**src/rtl/cache_fill.sv**
```systemverilog
// Sequential cache line filler: fetches CACHE_SIZE beats from memory starting at base_addr.
// Optional CACHE_FILL_PARITY_EN adds even-parity checking of read beats (mem_rpar / par_err).
module cache_fill #(
    parameter int CACHE_SIZE     = 8,
    parameter int MEM_DATA_WIDTH = 8,
    parameter int ADDR_W         = 16
) (
    input  logic                                       clk,
    input  logic                                       rst,
    input  logic                                       start,
    input  logic [ADDR_W-1:0]                          base_addr,
    output logic                                       busy,
    output logic                                       done,
    output logic                                       mem_req,
    output logic [ADDR_W-1:0]                          mem_addr,
    input  logic                                       mem_gnt,
    input  logic                                       mem_rvalid,
    input  logic [MEM_DATA_WIDTH-1:0]                  mem_rdata,
`ifdef CACHE_FILL_PARITY_EN
    input  logic                                       mem_rpar,
    output logic                                       par_err,
`endif
    output logic [CACHE_SIZE-1:0][MEM_DATA_WIDTH-1:0]  cache_mem,
    output logic [$clog2(CACHE_SIZE)-1:0]              fill_idx
);

    localparam int IDX_W = $clog2(CACHE_SIZE);
    localparam logic [IDX_W-1:0] LAST_IDX = IDX_W'(CACHE_SIZE - 1);

    localparam logic [1:0] S_IDLE = 2'd0;
    localparam logic [1:0] S_REQ  = 2'd1;
    localparam logic [1:0] S_WAIT = 2'd2;
    localparam logic [1:0] S_DONE = 2'd3;

    logic [1:0]        state;
    logic [ADDR_W-1:0] base_q;
    logic              accept_start;
    logic              beat;

    assign accept_start = (state == S_IDLE) && start;
    // rvalid only counts in WAIT, which is entered strictly after the grant edge
    assign beat         = (state == S_WAIT) && mem_rvalid;

    always_ff @(posedge clk or posedge rst) begin
        if (rst) begin
            state    <= S_IDLE;
            base_q   <= '0;
            fill_idx <= '0;
        end else begin
            case (state)
                S_IDLE: begin
                    if (start) begin
                        base_q   <= base_addr;
                        fill_idx <= '0;
                        state    <= S_REQ;
                    end
                end
                S_REQ: begin
                    if (mem_gnt) begin
                        state <= S_WAIT;
                    end
                end
                S_WAIT: begin
                    if (mem_rvalid) begin
                        if (fill_idx == LAST_IDX) begin
                            state <= S_DONE;
                        end else begin
                            fill_idx <= fill_idx + 1'b1;
                            state    <= S_REQ;
                        end
                    end
                end
                S_DONE: begin
                    state <= S_IDLE;
                end
                default: begin
                    state <= S_IDLE;
                end
            endcase
        end
    end

    always_ff @(posedge clk or posedge rst) begin
        if (rst) begin
            cache_mem <= '0;
        end else if (beat) begin
            cache_mem[fill_idx] <= mem_rdata;
        end
    end

`ifdef CACHE_FILL_PARITY_EN
    always_ff @(posedge clk or posedge rst) begin
        if (rst) begin
            par_err <= 1'b0;
        end else if (accept_start) begin
            par_err <= 1'b0;
        end else if (beat && ((^mem_rdata) != mem_rpar)) begin
            par_err <= 1'b1;
        end
    end
`endif

    assign busy     = (state != S_IDLE);
    assign done     = (state == S_DONE);
    assign mem_req  = (state == S_REQ);
    assign mem_addr = base_q + ADDR_W'(fill_idx);

endmodule

```
**config.mk**
```make
export PLATFORM = sky130hd
export DESIGN_NAME = cache_fill
export DESIGN_NICKNAME = d
export VERILOG_FILES = /design/src/rtl/cache_fill.sv
export SDC_FILE = /design/constraint.sdc
export NUM_CORES = 1
export LEC_CHECK = 0
export BUFFER_PORTS_ARGS = -buffer_cell sky130_fd_sc_hd__buf_2
export CORE_MARGIN = 2
export CORE_UTILIZATION = 36
export CTS_CLUSTER_SIZE = 25
export DETAILED_ROUTE_END_ITERATION = 7
export RECOVER_POWER = 25
export SYNTH_ARGS = -nofsm -noshare
export SYNTH_HDL_FRONTEND = slang
export SYNTH_SLANG_ARGS = --single-unit
```
**constraint.sdc**
```tcl
create_clock -name clk -period 3.2 [get_ports clk]
set_input_delay 0.64 -clock clk [delete_from_list [all_inputs] [get_ports clk]]
set_output_delay 0.64 -clock clk [all_outputs]
set_load 0.03 [all_outputs]
```
Word level (Yosys, flattened, before mapping):

Index checks and enable logic that the tools add are counted.

* bits in registers: 85
* latch bits: 0
* RAM bits: 0
* memory bits (read-only): 0
* input bits: 29
* output and inout port bits: 86
* logic and storage cells: 43
* memories kept: 0

* add/subtract/negate cells: 2
* $mul: 0
* divide/modulo/power cells: 0
* order comparisons: 2
* equal/unequal tests: 8
* shift operators: 0
* muxes and demuxes: 12
* bitwise operators: 0
* reduce and logical (&&, ||, !) cells: 8

Operators with widths (count)
* bitwise mux 64 bit: 1
* demux 8 bit (select 3 bit): 1
* adder 16 x 3 -> 16 bit: 1
* 2-to-1 mux 3 bit: 3
* 2-to-1 mux 2 bit: 4
* 2-to-1 mux 8 bit: 1
* case mux 2 bit (4 select lines): 1
* inequality test 2 bit, second input constant: 3
* case mux 3 bit (2 select lines): 1
* equality test 2 bit, second input constant: 2
* less-than comparator 3 x 4 -> 1 bit, second input constant: 1
* AND reduction 4 bit: 1
* nonzero test 2 bit: 2
* adder 3 x 1 -> 3 bit, second input constant: 1
* equality test 3 bit, second input constant: 1
* >= comparator 3 x 1 -> 1 bit, second input constant: 1
* AND reduction 3 bit: 1
* equality test 2 x 1 -> 1 bit, second input constant: 1
* logical AND 1 bit: 2
* logical NOT 2 bit: 1
* inequality test 2 x 1 -> 1 bit, second input constant: 1
* AND reduction 2 bit: 1

Logic depth before layout (Yosys ltp):

* depth in word-level cells: 5
* gate-level depth with buffers: 6
* mapped depth without buffers: 6

Worst setup path before layout:

No wires, ideal clock.

* path type: register to output
* start point: register fill_idx[1]
* end point: output mem_addr[14]
* arrival: 2.124 ns
* required time: 2.560 ns
* setup slack: 0.436 ns
* cell stages (with the launch flop): 6
* buffers on the path: 0
* cell sequence: dfrtp_1 fa_1 a21oi_1 nor3_1 nand4_1 xnor2_1

* cells in the longest elaborated chain, start to end: 1

RTL lines
* start: declaration: line 24 `output logic [$clog2(CACHE_SIZE)-1:0] fill_idx`
* start signal: assignment: line 68 `fill_idx <= fill_idx + 1'b1;`
* adder 16 x 3 -> 16 bit: line 106 `assign mem_addr = base_q + ADDR_W'(fill_idx);`
* end: declaration: line 15 `output logic [ADDR_W-1:0] mem_addr,`

No other way between the ends.

Worst setup path after layout:

* start point: register fill_idx[0]
* end point: output mem_addr[14]

The elaborated chain is that of the path after synthesis.

==> impl_metrics.yaml <==
drt:
  drcViolationCount: 0
  drt-total-wl_um: 8220
  drt_first_pass_iters: 4
  dr.first_iter.drc_count: 68
  vias: 2401
  avgRoutedWirePerCell_um: 16.1
  vias_per_cell: 4.70
  antenna_left: 0
timing:
  setup_viol: 0
  fin_crit_ns: 2.97
  post-route-period-util_pct: 92.8
  hold_viol_final: 0
  rsz0062_at_grt: "no"
  max_slew_margin_pct: -13.7
  fin_tns_setup_ns: 0
  clock.fmax_mhz: 337
  skew_ns: 0.00975
  worstMarginPinSlew_ns: 1.70
  setup_ws_ns: 0.229
  drv_slew: 40
setup_path:
  crit_fanout: 10
  cp_slowest_cell: "dfrtp_1"
  worst-endpoint-arrival_ns: 2.33
  r2r_start: "state[1]"
  reg2reg_depth: 4
  worstSetupStartpointType: "flop"
  worstReg2RegEnd: "cache_mem[41]"
  worstPathRequired_ns: 2.56
  slowest_delay_ns: 0.57
  startpoint: "fill_idx[0]"
  worstSetupEndpointType: "output port"
  ff2ff_setup_slack_ns: 0.96
  path_cells: "ha_1 > fa_1 > a21oi_2 > nor3_2 > nand4_1 > xnor2_1 > buf_2"
  cp-endpoint: "mem_addr[14]"
  worstSetupPathType: "reg -> out"
clocking:
  cts.clk_slew.worst_paths_ns: 0.08
  h-tree-depth: 3
  clk_latency_ns: 0.34
  cts_tree: "built"
  clk_path_buf_depth: 2
  cts_setup_buffers: 0
  cts_buffers: 9
  clock-sinks: 85
  root_buffer: "clkbuf_8"
synthesis:
  synth-edff-count: 0
  synth_area_um2: 3630
  ys_ff_latch: 85
  netlist.area_leader.share_pct: 58.6
  synth.avg_cell_area_um2: 14.4
  synth_flop_cell: "dfrtp_1"
  synth_cells: 253
  async_flop_share_pct: 100
  synthTopCellsByArea: "dfrtp_1, mux2_2, xnor2_1"
  yosysWarnings: 0
  ys_types: 32
  synth_largest_area_cell: "dfrtp_1"
  yosysMostFrequentCell: "dfrtp_1"
  yosysSeqAreaShare_pct: 58.6
  syn-num-nets: 288
  synth_commonest_cells: "dfrtp_1, mux2_2, xnor2_1"
floorplanning:
  die_y_um: 104
  die_w_um: 104
  die-area_um2: 10900
  io_pins: 115
  core-area_um2: 9770
  initial_core_util_pct: 37.1
  num_rows: 36
run_status:
  status: "finished with violations"
  violations: "max-capacitance violations, max-slew violations"
placed_design:
  numPortBuffers: 114
  place.gp.congestion: 0.765
  post-dp-hpwl_um: 5770
  dp_slack_ns: 0.436
flow_run:
  cap_violations: 1
pwr:
  power_per_cell_area_nw_per_um2: 963
  leakagePower_nw: 2.42
  ir_drop_uv: 582
  p_total_mw: 4.38
grt:
  antenna_found_initial: 0
  grt_pass1_vias: 2507
  grt_pass1_wl_um: 13400
  track_usage_pct: 15.8
  grt_max_degree: 48
  grt_overflow: 0
finish:
  drive_gt1_share_pct: 58.2
  diodes: 0
  area_delta_synth_final_pct: 25.3
  utilization_pct: 46.6
  num-nets-final: 408
hold_path:
  hp-class: "reg -> reg"
-- power by group --
group / internal (mW) / total (mW) / leakage [nW] / switching, mW
clock: 0.369 / 0.757 / 0.0988 / 0.388
combinational: 0.694 / 1.93 / 1.20 / 1.23
sequential: 1.41 / 1.70 / 1.12 / 0.293
-- critical path, delay by kind of cell (launching register included) --
family | cells | cell delay [ns]
AOI/OAI and AO/OA | 1 | 0.09
xor gates and xnor gates | 1 | 0.14
adders and majority gates | 2 | 0.51
buffers and inverters | 1 | 0.21
DFF | 1 | 0.57
and+or+nand+nor | 2 | 0.47
-- how the worst min path moves through the flow --
stage                        startpoint            end  slack, ns  depth (start not counted)
after floorplan               base_q[2]      base_q[2]       0.48                          1
after global placement    cache_mem[33]  cache_mem[33]       0.48                          1
after detailed placement  cache_mem[11]  cache_mem[11]       0.49                          1
after CTS                           rst     base_q[10]       0.38                          2
after global routing      base_addr[12]     base_q[12]       0.50                          2
final                     cache_mem[11]  cache_mem[11]       0.51                          1
-- layer usage --
metal	track usage (%)	part of all wire (%)	vias to the layer above	wire length, um
met5	0	0	-	0
met4	4.05	0.69	0	57
met3	5.70	8.1	6	667
met2	25.1	47	88	3860
met1	20.6	44	1177	3640
li1	-	-	1130	-
-- state kept, by name, summed over array words and instances, names as in the netlist --
register	count
cache_mem	64
fill_idx	3
state	2
base_q	16
-- placed cells by master, fill, tap and decap left out, drive strengths merged, types with 4 or more instances in the layout --
| master | count |
|---|---|
| and3 | 5 |
| buf | 115 |
| clkbuf | 11 |
| dfrtp | 85 |
| ha | 5 |
| inv | 7 |
| mux2 | 80 |
| nand2 | 6 |
| nand3 | 8 |
| nor2 | 7 |
| o21ai | 4 |
| xnor2 | 9 |
| xor2 | 5 |
-- what timing repair did --
action | 4_1_cts | 5_1_grt
resized for setup | 0 | 2
hold buffers | 0 | 0
endpoints found under the setup margin | 0 | 4
-- stage by stage --
| step | cells | hold WS [ns] | area, um^2 |
|---|---|---|---|
| after floorplan | 253 | 0.485 | 3630 |
| after global placement | 495 | 0.484 | 4360 |
| after detailed placement | 495 | 0.488 | 4360 |
| after CTS | 511 | 0.385 | 4560 |
| after global routing | 511 | 0.497 | 4550 |
| final | 511 | 0.506 | 4550 |
-- cell families (layout without fill, tap and decap cells) --
| family | Yosys count | in the layout | share of synthesized area, % |
|---|---|---|---|
| DFF | 85 | 85 | 58.6 |
| buffers and inverters | 13 | 138 | 1.69 |
| muxes | 81 | 81 | 25.1 |
| xor gates and xnor gates | 14 | 14 | 3.38 |
| AOI/OAI and AO/OA | 11 | 11 | 1.83 |
| and+or+nand+nor | 43 | 43 | 7.17 |
| adders and majority gates | 6 | 6 | 2.27 |
-- final cells by class --
cell class / instances / area (um^2)
sequential: 85 / 2130
clock buffer: 10 / 128
timing repair buffer: 116 / 583
multi-input combinational: 155 / 1450
tap: 133 / 166
clock inverter: 6 / 71.3
inverter: 6 / 23.8
fill: 920 / 5220
(Power assumes the default switching activity.)
